## config.mk

```make
export PLATFORM = sky130hd
export DESIGN_NAME = branch_resolve_queue
export DESIGN_NICKNAME = d
export VERILOG_FILES = /design/src/rtl/branch_resolve_queue.sv
export SDC_FILE = /design/constraint.sdc
export NUM_CORES = 1
export LEC_CHECK = 0
export BUFFER_PORTS_ARGS = -buffer_cell sky130_fd_sc_hd__buf_2
export CAP_MARGIN = 40
export CORE_ASPECT_RATIO = 0.9
export CORE_MARGIN = 8
export CORE_UTILIZATION = 51
export DETAILED_ROUTE_END_ITERATION = 10
export PLACE_DENSITY = 0.8
export SLEW_MARGIN = 10
export SYNTH_ARGS = -nofsm -noshare
export SYNTH_HDL_FRONTEND = slang
export SYNTH_SLANG_ARGS = --single-unit
```

## constraint.sdc

```tcl
create_clock -name clk_i -period 5 [get_ports clk_i]
set_input_delay 1 -clock clk_i [delete_from_list [all_inputs] [get_ports clk_i]]
set_output_delay 1 -clock clk_i [all_outputs]
set_load 0.01 [all_outputs]
```

## src/rtl/branch_resolve_queue.sv

```systemverilog
// branch_resolve_queue: in-order FIFO of tournament-predictor decisions, resolved at the head to train the tables.
// A mispredict flushes every younger entry and drops a same-cycle enqueue as wrong-path.
module branch_resolve_queue #(
  parameter int bht_idx_width_p = 10,
  parameter int ghist_width_p   = 12,
  parameter int depth_p         = 8
) (
  input  logic                       clk_i,
  input  logic                       reset_n_i,
  input  logic                       pred_v_i,
  output logic                       pred_ready_o,
  input  logic [bht_idx_width_p-1:0] pred_idx_i,
  input  logic [ghist_width_p-1:0]   pred_ghist_i,
  input  logic                       pred_taken_i,
  input  logic                       pred_local_i,
  input  logic                       pred_global_i,
  input  logic                       res_v_i,
  input  logic                       res_taken_i,
  output logic                       w_v_o,
  output logic [bht_idx_width_p-1:0] idx_w_o,
  output logic [ghist_width_p-1:0]   ghist_w_o,
  output logic                       taken_o,
  output logic                       correct_o,
  output logic                       choice_v_o,
  output logic                       choice_global_o,
  output logic                       mispredict_o,
  output logic [$clog2(depth_p):0]   count_o,
  output logic                       err_o
);
  localparam int pw = $clog2(depth_p);
  logic [bht_idx_width_p-1:0] idx_q    [depth_p];
  logic [ghist_width_p-1:0]   ghist_q  [depth_p];
  logic                       taken_q  [depth_p];
  logic                       local_q  [depth_p];
  logic                       global_q [depth_p];
  logic [pw-1:0] wr_ptr, rd_ptr;
  logic res_fire, mis, enq, empty;
  assign empty        = count_o == '0;
  assign pred_ready_o = count_o != (pw+1)'(depth_p);
  assign res_fire     = res_v_i && !empty;
  assign mis          = res_fire && (taken_q[rd_ptr] != res_taken_i);
  assign enq          = pred_v_i && pred_ready_o && !mis;
  // Payload is only read for valid entries, so it carries no reset.
  always_ff @(posedge clk_i) begin
    if (enq) begin
      idx_q[wr_ptr]    <= pred_idx_i;
      ghist_q[wr_ptr]  <= pred_ghist_i;
      taken_q[wr_ptr]  <= pred_taken_i;
      local_q[wr_ptr]  <= pred_local_i;
      global_q[wr_ptr] <= pred_global_i;
    end
  end
  always_ff @(posedge clk_i or negedge reset_n_i) begin
    if (!reset_n_i) begin
      wr_ptr          <= '0;
      rd_ptr          <= '0;
      count_o         <= '0;
      w_v_o           <= 1'b0;
      idx_w_o         <= '0;
      ghist_w_o       <= '0;
      taken_o         <= 1'b0;
      correct_o       <= 1'b0;
      choice_v_o      <= 1'b0;
      choice_global_o <= 1'b0;
      mispredict_o    <= 1'b0;
      err_o           <= 1'b0;
    end else begin
      rd_ptr          <= rd_ptr + pw'(res_fire);
      wr_ptr          <= mis ? rd_ptr + pw'(1) : wr_ptr + pw'(enq);
      count_o         <= mis ? '0 : count_o + (pw+1)'(enq) - (pw+1)'(res_fire);
      w_v_o           <= res_fire;
      choice_v_o      <= res_fire && (local_q[rd_ptr] != global_q[rd_ptr]);
      choice_global_o <= res_fire && (global_q[rd_ptr] == res_taken_i);
      mispredict_o    <= mis;
      err_o           <= err_o || (res_v_i && empty);
      if (res_fire) begin
        idx_w_o   <= idx_q[rd_ptr];
        ghist_w_o <= ghist_q[rd_ptr];
        taken_o   <= res_taken_i;
        correct_o <= !mis;
      end
    end
  end
endmodule

```

==> flow_metrics.env, run 1 <==
export IMPL_outcome="finished, final reports clean"
export IMPL_yosysTopAreaCell="edfxtp_1"
export IMPL_gp_congestion=0.745
export IMPL_cts_setup_buffers=0
export IMPL_yosysWarningCount=0
export IMPL_clock_sinks=239
export IMPL_synthMuxAreaShare_pct=15.7
export IMPL_end_kind="register"
export IMPL_grt_pass1_vias=4783
export IMPL_cts_tree="yes"
export IMPL_yosys_area_top_type_share_pct=65.6
export IMPL_drive_gt1_share_pct=33.0
export IMPL_netlist_instances=445
export IMPL_rows=46
export IMPL_setup_viol=0
export IMPL_synth_edf_count=200
export IMPL_clk_pin_slew_ns=0.06
export IMPL_grt_pass1_wl_um=27500
export IMPL_dp_hpwl_um=10600
export IMPL_die_h_um=143
export IMPL_ant_nets=0
export IMPL_cellPowerDensity_nw_per_um2=589
export IMPL_die_w_um=157
export IMPL_crit_slowest_cell="nor4_2"
export IMPL_n_antenna_cell=0
export IMPL_required_ns=5.18
export IMPL_hold_buffers=0
export IMPL_crit_chain="mux2i_1, mux4_2, mux2i_4, nor4_2, buf_4"
export IMPL_crit_path_start_kind="register"
export IMPL_reg2reg_from="rd_ptr[0]"
export IMPL_die_area_sq_um=22500
export IMPL_r2r_slack_ns=1.55
export IMPL_yosys_top_cells_area="edfxtp_1, mux4_2, dfrtp_1"
export IMPL_cts_resized=0
export IMPL_core_area_sq_um=17600
export IMPL_root_buffer="clkbuf_16"
export IMPL_relSlewSlack_pct=36.1
export IMPL_wire_per_inst_um=22.3
export IMPL_drt_iter0_drc=432
export IMPL_dp_cells=745
export IMPL_clk_latency_ns=0.52
export IMPL_grt_setup_unrepaired="false"
export IMPL_clockBufferDepth=3
export IMPL_ys_flop_type="edfxtp_1"
export IMPL_portBuffers=63
export IMPL_slew_violations=0
export IMPL_yosys_top_cells_count="edfxtp_1, mux4_2, dfrtp_1"
export IMPL_netlist_area_sq_um=9150
export IMPL_nets=573
export IMPL_ios=64
export IMPL_hold_ws_ns=0.454
export IMPL_synth_yosys_seq_area_share_pct=76.3
export IMPL_synthArstFlopShare_pct=16.3
export IMPL_synth_compound_area_share_pct=1.49
export IMPL_initial_core_util_pct=52.0
export IMPL_cap_violations=0
export IMPL_hold_path_class="primary input to async pin"
export IMPL_antenna_found_initial=2
export IMPL_r2r_end="ghist_q[6][0]"
export IMPL_track_usage_pct=16.1
export IMPL_grt_max_degree=51
export IMPL_ys_types=31
export IMPL_r2r_cells=5
export IMPL_cp_top_family="multiplexers"
export IMPL_arrival_ns=3.63
export IMPL_cts_max_level=1
export IMPL_finalCritPeriodShare_pct=69.0
export IMPL_synth_nets=487
export IMPL_peakVddDrop_mv=0.269
export IMPL_synth_xor_area_share_pct=0.670
export IMPL_route_vias_total=4433
export IMPL_finalNonFillerCells=789
export IMPL_synth_fa_ha_area_share_pct=1.72
export IMPL_tightestPinTransition_ns=0.951
export IMPL_synth_top_family_by_area="multiplexers"
export IMPL_setup_tns_ns=0
export IMPL_vias_per_cell=5.62
export IMPL_timing_final_ws_setup_ns=1.55
export IMPL_overflow=0
export IMPL_pre_cts_slack_ns=1.54
export IMPL_synthSimpleGateAreaFrac_pct=2.69
export IMPL_wirelength_um=17600
export IMPL_critPathKind="register to register"
export IMPL_drtPass1Iterations=5
export IMPL_critPathBufInv=1
export IMPL_cts_buffers=24
export IMPL_hold_viol=0
export IMPL_slowest_delay_ns=0.88
export IMPL_avgSynthCellArea_sq_um=20.6
export IMPL_ys_ff_latch=239
export IMPL_leakage_nw=3.81
export IMPL_finalClockSkew_ns=0.0290
export IMPL_layout_min_cycle_time_ns=3.45
export IMPL_cp_max_fo=26
export IMPL_finalPower_mw=6.28
export IMPL_area_growth_pct=16.5
export IMPL_yosysMostFrequentCell="edfxtp_1"
export IMPL_drc=0
export IMPL_fmax_ghz=0.290
[routing by layer]
metal	vias to the layer above	routed length [um]	GRT usage [%]
li1	1945	-	-
met2	128	9220	28.0
met4	4	287	3.85
met1	2325	7050	20.5
met3	31	1030	3.20
met5	-	23	0
[sequential cells by signal, indices dropped and copies added, names as in the netlist, 3 cells and up]
| name | cells |
|---|---|
| rd_ptr | 3 |
| local_q | 8 |
| ghist_w_o | 12 |
| global_q | 8 |
| count_o | 4 |
| wr_ptr | 3 |
| idx_w_o | 10 |
| taken_q | 8 |
| idx_q | 80 |
| ghist_q | 96 |
[kinds of logic (layout without fill, tap and decap cells)]
kind of cell | count (synthesis) | after routing
buffers and inverters | 28 | 132
AOI/OAI and AO/OA | 26 | 26
and+or+nand+nor | 52 | 52
xor gates and xnor gates | 7 | 7
adders and majority gates | 12 | 12
DFF | 239 | 239
muxes | 81 | 81
[metrics by stage]
stage,cell area [sq um],utilization [%]
finish,10700,60.5
global route,10700,60.5
CTS,10700,60.5
detailed placement,9870,56.0
global placement,9840,55.9
floorplan,9150,-
[worst max-delay path by stage]
stage,from,to,slack (ns),depth (start not counted)
5_1_grt,rd_ptr[0],count_o[2],1.34,10
3_3_place_gp,rd_ptr[0],count_o[3],1.63,11
2_1_floorplan,count_o[2],ghist_q[3][0],0.39,6
6_report,rd_ptr[0],ghist_q[6][0],1.55,5
3_5_place_dp,rd_ptr[0],count_o[3],1.54,11
4_1_cts,rd_ptr[0],ghist_q[6][0],1.53,5
[layout by cell type (no fill, tap or decap)]
master	n
buf_4	16
mux2i_1	30
a21o_1	1
o21ai_0	22
nor4b_2	4
xnor2_1	6
clkbuf_16	24
clkinv_8	1
clkinvlp_4	3
a31o_2	1
mux2i_4	1
nor3_2	1
nand2_1	29
buf_2	63
nor2_1	7
nor4_2	3
edfxtp_1	200
buf_16	1
fa_1	1
mux2_1	1
bufinv_16	3
nand3b_1	1
clkinv_4	1
or2_2	1
ha_1	11
nand2b_1	2
dfrtp_4	1
nand3_1	1
mux4_2	49
inv_6	1
xor2_1	1
inv_1	8
or3b_2	1
a21oi_1	2
clkinv_1	6
dfrtp_2	1
dfrtp_1	37
clkinv_2	5
nor2b_1	2
[power by group]
part	internal (mW)	switching (mW)
clock network	1.04	0.734
logic	0.827	0.926
registers	2.55	0.205
total	4.42	1.86
[cell type report]
| cell class | instances | area, sq um |
|---|---|---|
| fill | 1228 | 6950 |
| multi-input combinational | 178 | 2090 |
| sequential | 239 | 6990 |
| clock inverter | 20 | 194 |
| tap | 240 | 300 |
| timing repair buffer | 80 | 463 |
| clock buffer | 24 | 601 |
| inverter | 8 | 30.0 |
Power figures use the tool's default switching activity.
==> run 2, diff against run 1 <==
- PLACE_DENSITY: 0.8 -> 0.77
- clock period: 5 -> 3.32 ns (I/O delays scaled with it)
==> run 2 against run 1 <==
Net effect: clock skew shrank 0.0086 ns; final cell count grew 0.25%; largest power group unchanged; fmax grew 16%; setup slack lost 1.2 ns; sequential share of layout area shrank 0.78 points; critical endpoint is now count_o[2]; count of clock-buffer cells in the layout grew 10; total power grew 52%; largest cell class unchanged; utilization grew 0.74 points.
==> flow_metrics.env, run 2 (synthesis results as in run 1) <==
export IMPL_outcome="finished, final reports clean"
export IMPL_largest_register_ffs=96
export IMPL_hold_viol=0
export IMPL_cellPowerDensity_nw_per_um2=885
export IMPL_dp_hpwl_um=10600
export IMPL_multi_input_area_sq_um=2160
export IMPL_timing_critical_path_from="count_o[2]"
export IMPL_hold_path_class="primary input to async pin"
export IMPL_pre_cts_slack_ns=0.359
export IMPL_core_area_sq_um=17600
export IMPL_nets=575
export IMPL_cts_setup_buffers=0
export IMPL_register_area_sq_um=6990
export IMPL_wire_per_inst_um=22.3
export IMPL_drive_gt1_share_pct=33.2
export IMPL_timing_final_ws_setup_ns=0.344
export IMPL_r2r_slack_ns=0.34
export IMPL_regMostFlops="ghist_q"
export IMPL_final_cell_mix="edfxtp_1, buf_2, mux4_2"
export IMPL_required_ns=3.70
export IMPL_r2r_end="count_o[2]"
export IMPL_clk_latency_ns=0.52
export IMPL_cts_resized=0
export IMPL_clk_pin_slew_ns=0.06
export IMPL_end_kind="register"
export IMPL_initial_core_util_pct=52.0
export IMPL_portBuffers=63
export IMPL_die_area_sq_um=22500
export IMPL_finalPower_mw=9.55
export IMPL_leakage_nw=3.85
export IMPL_ant_nets=0
export IMPL_grt_pass1_vias=4814
export IMPL_critPathKind="register to register"
export IMPL_area_growth_pct=17.9
export IMPL_n_antenna_cell=0
export IMPL_crit_path_start_kind="register"
export IMPL_vias_per_cell=5.57
export IMPL_die_w_um=157
export IMPL_cap_violations=0
export IMPL_finalClockSkew_ns=0.0204
export IMPL_drc=0
export IMPL_wirelength_um=17600
export IMPL_grt_pass1_wl_um=27600
export IMPL_drt_iter0_drc=301
export IMPL_clockBufferDepth=3
export IMPL_layout_min_cycle_time_ns=2.98
export IMPL_fmax_ghz=0.336
export IMPL_largestRegisters="ghist_q (96), idx_q (80), ghist_w_o (12)"
export IMPL_track_usage_pct=16.3
export IMPL_slew_violations=0
export IMPL_hold_buffers=0
export IMPL_die_h_um=143
export IMPL_relSlewSlack_pct=50.4
export IMPL_finalNonFillerCells=791
export IMPL_finalCritPeriodShare_pct=89.6
export IMPL_antenna_found_initial=3
export IMPL_tightestPinTransition_ns=0.743
export IMPL_final_fill_count=1263
export IMPL_cts_buffers=24
export IMPL_ios=64
export IMPL_route_vias_total=4407
export IMPL_dp_cells=747
export IMPL_grt_setup_unrepaired="false"
export IMPL_cts_tree="yes"
export IMPL_cts_max_level=1
export IMPL_r2r_cells=12
export IMPL_cp_max_fo=3
export IMPL_drtPass1Iterations=4
export IMPL_arrival_ns=3.36
export IMPL_clock_sinks=239
export IMPL_layout_commonest_cell="edfxtp_1"
export IMPL_setup_viol=0
export IMPL_peakVddDrop_mv=0.544
export IMPL_gp_congestion=0.759
export IMPL_grt_max_degree=51
export IMPL_root_buffer="clkbuf_16"
export IMPL_rows=46
export IMPL_overflow=0
export IMPL_utilization_pct=61.3
export IMPL_reg2reg_from="count_o[2]"
[run 2: routing by layer]
layer  wire [um]  GRT usage, %
met1        7560          21.3
met4         300          4.30
met2        8850          27.4
met5          38             0
met3         880          3.29
[run 2: where the power goes]
part | leakage, nW | switching (mW) | total [mW] | internal (mW)
clock | 0.375 | 1.08 | 2.60 | 1.52
combinational | 1.19 | 1.53 | 2.87 | 1.34
sequential | 2.28 | 0.235 | 4.08 | 3.85
total | 3.85 | 2.84 | 9.55 | 6.71
[run 2: through the flow]
step / hold WS (ns) / setup TNS [ns] / area [sq um]
finish: 0.159 / 0 / 10800
global route: 0.175 / 0 / 10800
CTS: 0.171 / 0 / 10800
detailed placement: 0.465 / 0 / 10000
global placement: 0.449 / 0 / 9990
floorplan: 0.368 / -14.70 / 9200
[run 2: cell type report]
| class | count | share of cell area [%] |
|---|---|---|
| clock inverters | 10 | 0.811 |
| inverters | 8 | 0.278 |
| repair buffers | 82 | 5.01 |
| well taps | 240 | 2.78 |
| multi-input cells | 178 | 20.0 |
| clock buffers | 34 | 6.38 |
| flip-flops and latches | 239 | 64.7 |
[run 2: worst max-delay path by stage]
stage	to	slack (ns)	depth (start not counted)
after floorplan	ghist_q[2][0]	-0.18	7
after global placement	count_o[2]	0.46	12
after detailed placement	count_o[2]	0.36	12
after CTS	count_o[2]	0.34	12
after global routing	count_o[2]	0.23	12
final	count_o[2]	0.34	12
[run 2: worst max-delay path, stage by stage (launching register included)]
cell     delay (ns)
dfrtp_1        0.38
inv_1          0.11
ha_1           0.18
or3b_2         0.50
nand3_1        0.17
mux2i_4        0.09
or2_2          0.30
ha_1           0.27
inv_1          0.04
ha_1           0.20
fa_1           0.40
xnor2_1        0.16
nor2_1         0.05
==> run 3, diff against run 2 <==
- ABC_CLOCK_PERIOD_IN_PS: not set -> 3320
- PLACE_DENSITY: 0.77 -> 0.74
==> run 3 against run 2 <==
Net effect: cell area shrank 0.53%; global-route usage shrank 0.55 points; sequential power is essentially flat; combinational power shrank 3%; critical path depth is the same; count of clock-buffer cells in the layout grew 3; total power shrank 0.59%; via count shrank 1.4%; clock power grew 2%; first-iteration DRC count grew 20%; non-clock buffer count grew 1.
==> flow_metrics.env, run 3 (synthesis results as in run 1) <==
export IMPL_hold_buffers=0
export IMPL_die_h_um=143
export IMPL_dp_cells=748
export IMPL_vias_per_cell=5.49
export IMPL_r2r_end="count_o[2]"
export IMPL_cp_max_fo=3
export IMPL_clock_sinks=239
export IMPL_cts_max_level=1
export IMPL_leakage_nw=3.84
export IMPL_reg2reg_from="count_o[2]"
export IMPL_power_switching_mw=2.76
export IMPL_overflow=0
export IMPL_rows=46
export IMPL_track_usage_pct=15.7
export IMPL_cts_setup_buffers=0
export IMPL_hold_ws_ns=0.0792
export IMPL_clockBufferDepth=3
export IMPL_wirelength_um=17100
export IMPL_cts_tree="yes"
export IMPL_timing_critical_path_from="count_o[2]"
export IMPL_grt_pass1_wl_um=26900
export IMPL_route_vias_total=4346
export IMPL_nets=576
export IMPL_drtPass1Iterations=4
export IMPL_required_ns=3.70
export IMPL_p_clk_share_pct=27.8
export IMPL_fmax_ghz=0.335
export IMPL_cap_violations=0
export IMPL_core_area_sq_um=17600
export IMPL_wire_per_inst_um=21.6
export IMPL_end_kind="register"
export IMPL_layout_min_cycle_time_ns=2.98
export IMPL_grt_max_degree=51
export IMPL_outcome="finished, final reports clean"
export IMPL_slew_violations=0
export IMPL_grt_pass1_vias=4705
export IMPL_r2r_cells=12
export IMPL_clk_pin_slew_ns=0.06
export IMPL_p_comb_share_pct=29.3
export IMPL_setup_tns_ns=0
export IMPL_layout_commonest_cell="edfxtp_1"
export IMPL_drive_gt1_share_pct=32.6
export IMPL_grt_setup_unrepaired="false"
export IMPL_ant_nets=0
export IMPL_area_growth_pct=17.3
export IMPL_gp_congestion=0.744
export IMPL_root_buffer="clkbuf_16"
export IMPL_p_sw_share_pct=29.1
export IMPL_p_seq_share_pct=42.9
export IMPL_peakVddDrop_mv=0.565
export IMPL_hold_viol=0
export IMPL_finalPower_mw=9.50
export IMPL_crit_path_start_kind="register"
export IMPL_drc=0
export IMPL_cellPowerDensity_nw_per_um2=885
export IMPL_p_int_mw=6.74
export IMPL_relSlewSlack_pct=50.8
export IMPL_dp_hpwl_um=9850
export IMPL_finalClockSkew_ns=0.0101
export IMPL_n_antenna_cell=0
export IMPL_cts_resized=0
export IMPL_antenna_found_initial=1
export IMPL_finalNonFillerCells=792
export IMPL_critPathKind="register to register"
export IMPL_portBuffers=63
export IMPL_r2r_slack_ns=0.34
export IMPL_die_w_um=157
export IMPL_drt_iter0_drc=362
export IMPL_arrival_ns=3.36
export IMPL_setup_viol=0
export IMPL_pre_cts_slack_ns=0.335
export IMPL_largestRegisters="ghist_q (96), idx_q (80), ghist_w_o (12)"
export IMPL_regMostFlops="ghist_q"
export IMPL_hold_path_class="primary input to async pin"
export IMPL_finalCritPeriodShare_pct=89.9
export IMPL_cts_buffers=24
export IMPL_ios=64
export IMPL_clk_latency_ns=0.50
export IMPL_die_area_sq_um=22500
export IMPL_final_cell_mix="edfxtp_1, buf_2, mux4_2"
export IMPL_initial_core_util_pct=52.0
export IMPL_timing_final_ws_setup_ns=0.335
export IMPL_largest_register_ffs=96
export IMPL_tightestPinTransition_ns=0.738
[run 3: power by group through the flow]
stage | Clock (mW) | Combinational, mW | Sequential (mW)
final | 2.64 | 2.78 | 4.08
after CTS | 2.69 | 2.86 | 4.08
after floorplan | 0 | 1.89 | 4.18
after global placement | 0 | 2.74 | 4.10
after global routing | 2.80 | 3.06 | 4.13
after detailed placement | 0 | 2.85 | 4.13
[run 3: how the worst max path moves through the flow]
stage | slack (ns) | cells after the start | to
after floorplan | -0.18 | 7 | ghist_q[2][0]
after global routing | 0.22 | 12 | count_o[2]
final | 0.34 | 12 | count_o[2]
after detailed placement | 0.34 | 12 | count_o[2]
after CTS | 0.31 | 12 | count_o[2]
after global placement | 0.47 | 10 | count_o[2]
[run 3: critical path, cell delays in order, from the launching register on]
cell,delay [ns]
dfrtp_1,0.37
inv_1,0.11
ha_1,0.19
or3b_2,0.48
nand3_1,0.18
mux2i_4,0.09
or2_2,0.30
ha_1,0.27
inv_1,0.04
ha_1,0.20
fa_1,0.40
xnor2_1,0.18
nor2_1,0.06
[run 3: area by class of cell]
cell class              count  area, sq um
inverters                   8         30.0
repair buffers             83          478
well taps                 240          300
flip-flops and latches    239         6990
clock inverters             7         82.6
clock buffers              37          701
fillers                  1256         6880
multi-input cells         178         2160
[run 3: per-layer routing]
layer,vias to the layer above,global-route usage [%],share of wire (%)
met5,-,0,0.047
met3,27,3.14,5.6
li1,1953,-,-
met1,2242,20.8,43
met2,122,26.6,50
met4,2,3.35,1.5
[run 3: metrics by stage]
step	util, %	cell area [sq um]
floorplan	-	9200
global placement	56.4	9930
detailed placement	56.5	9950
CTS	61.0	10700
global route	61.0	10700
finish	61.0	10700
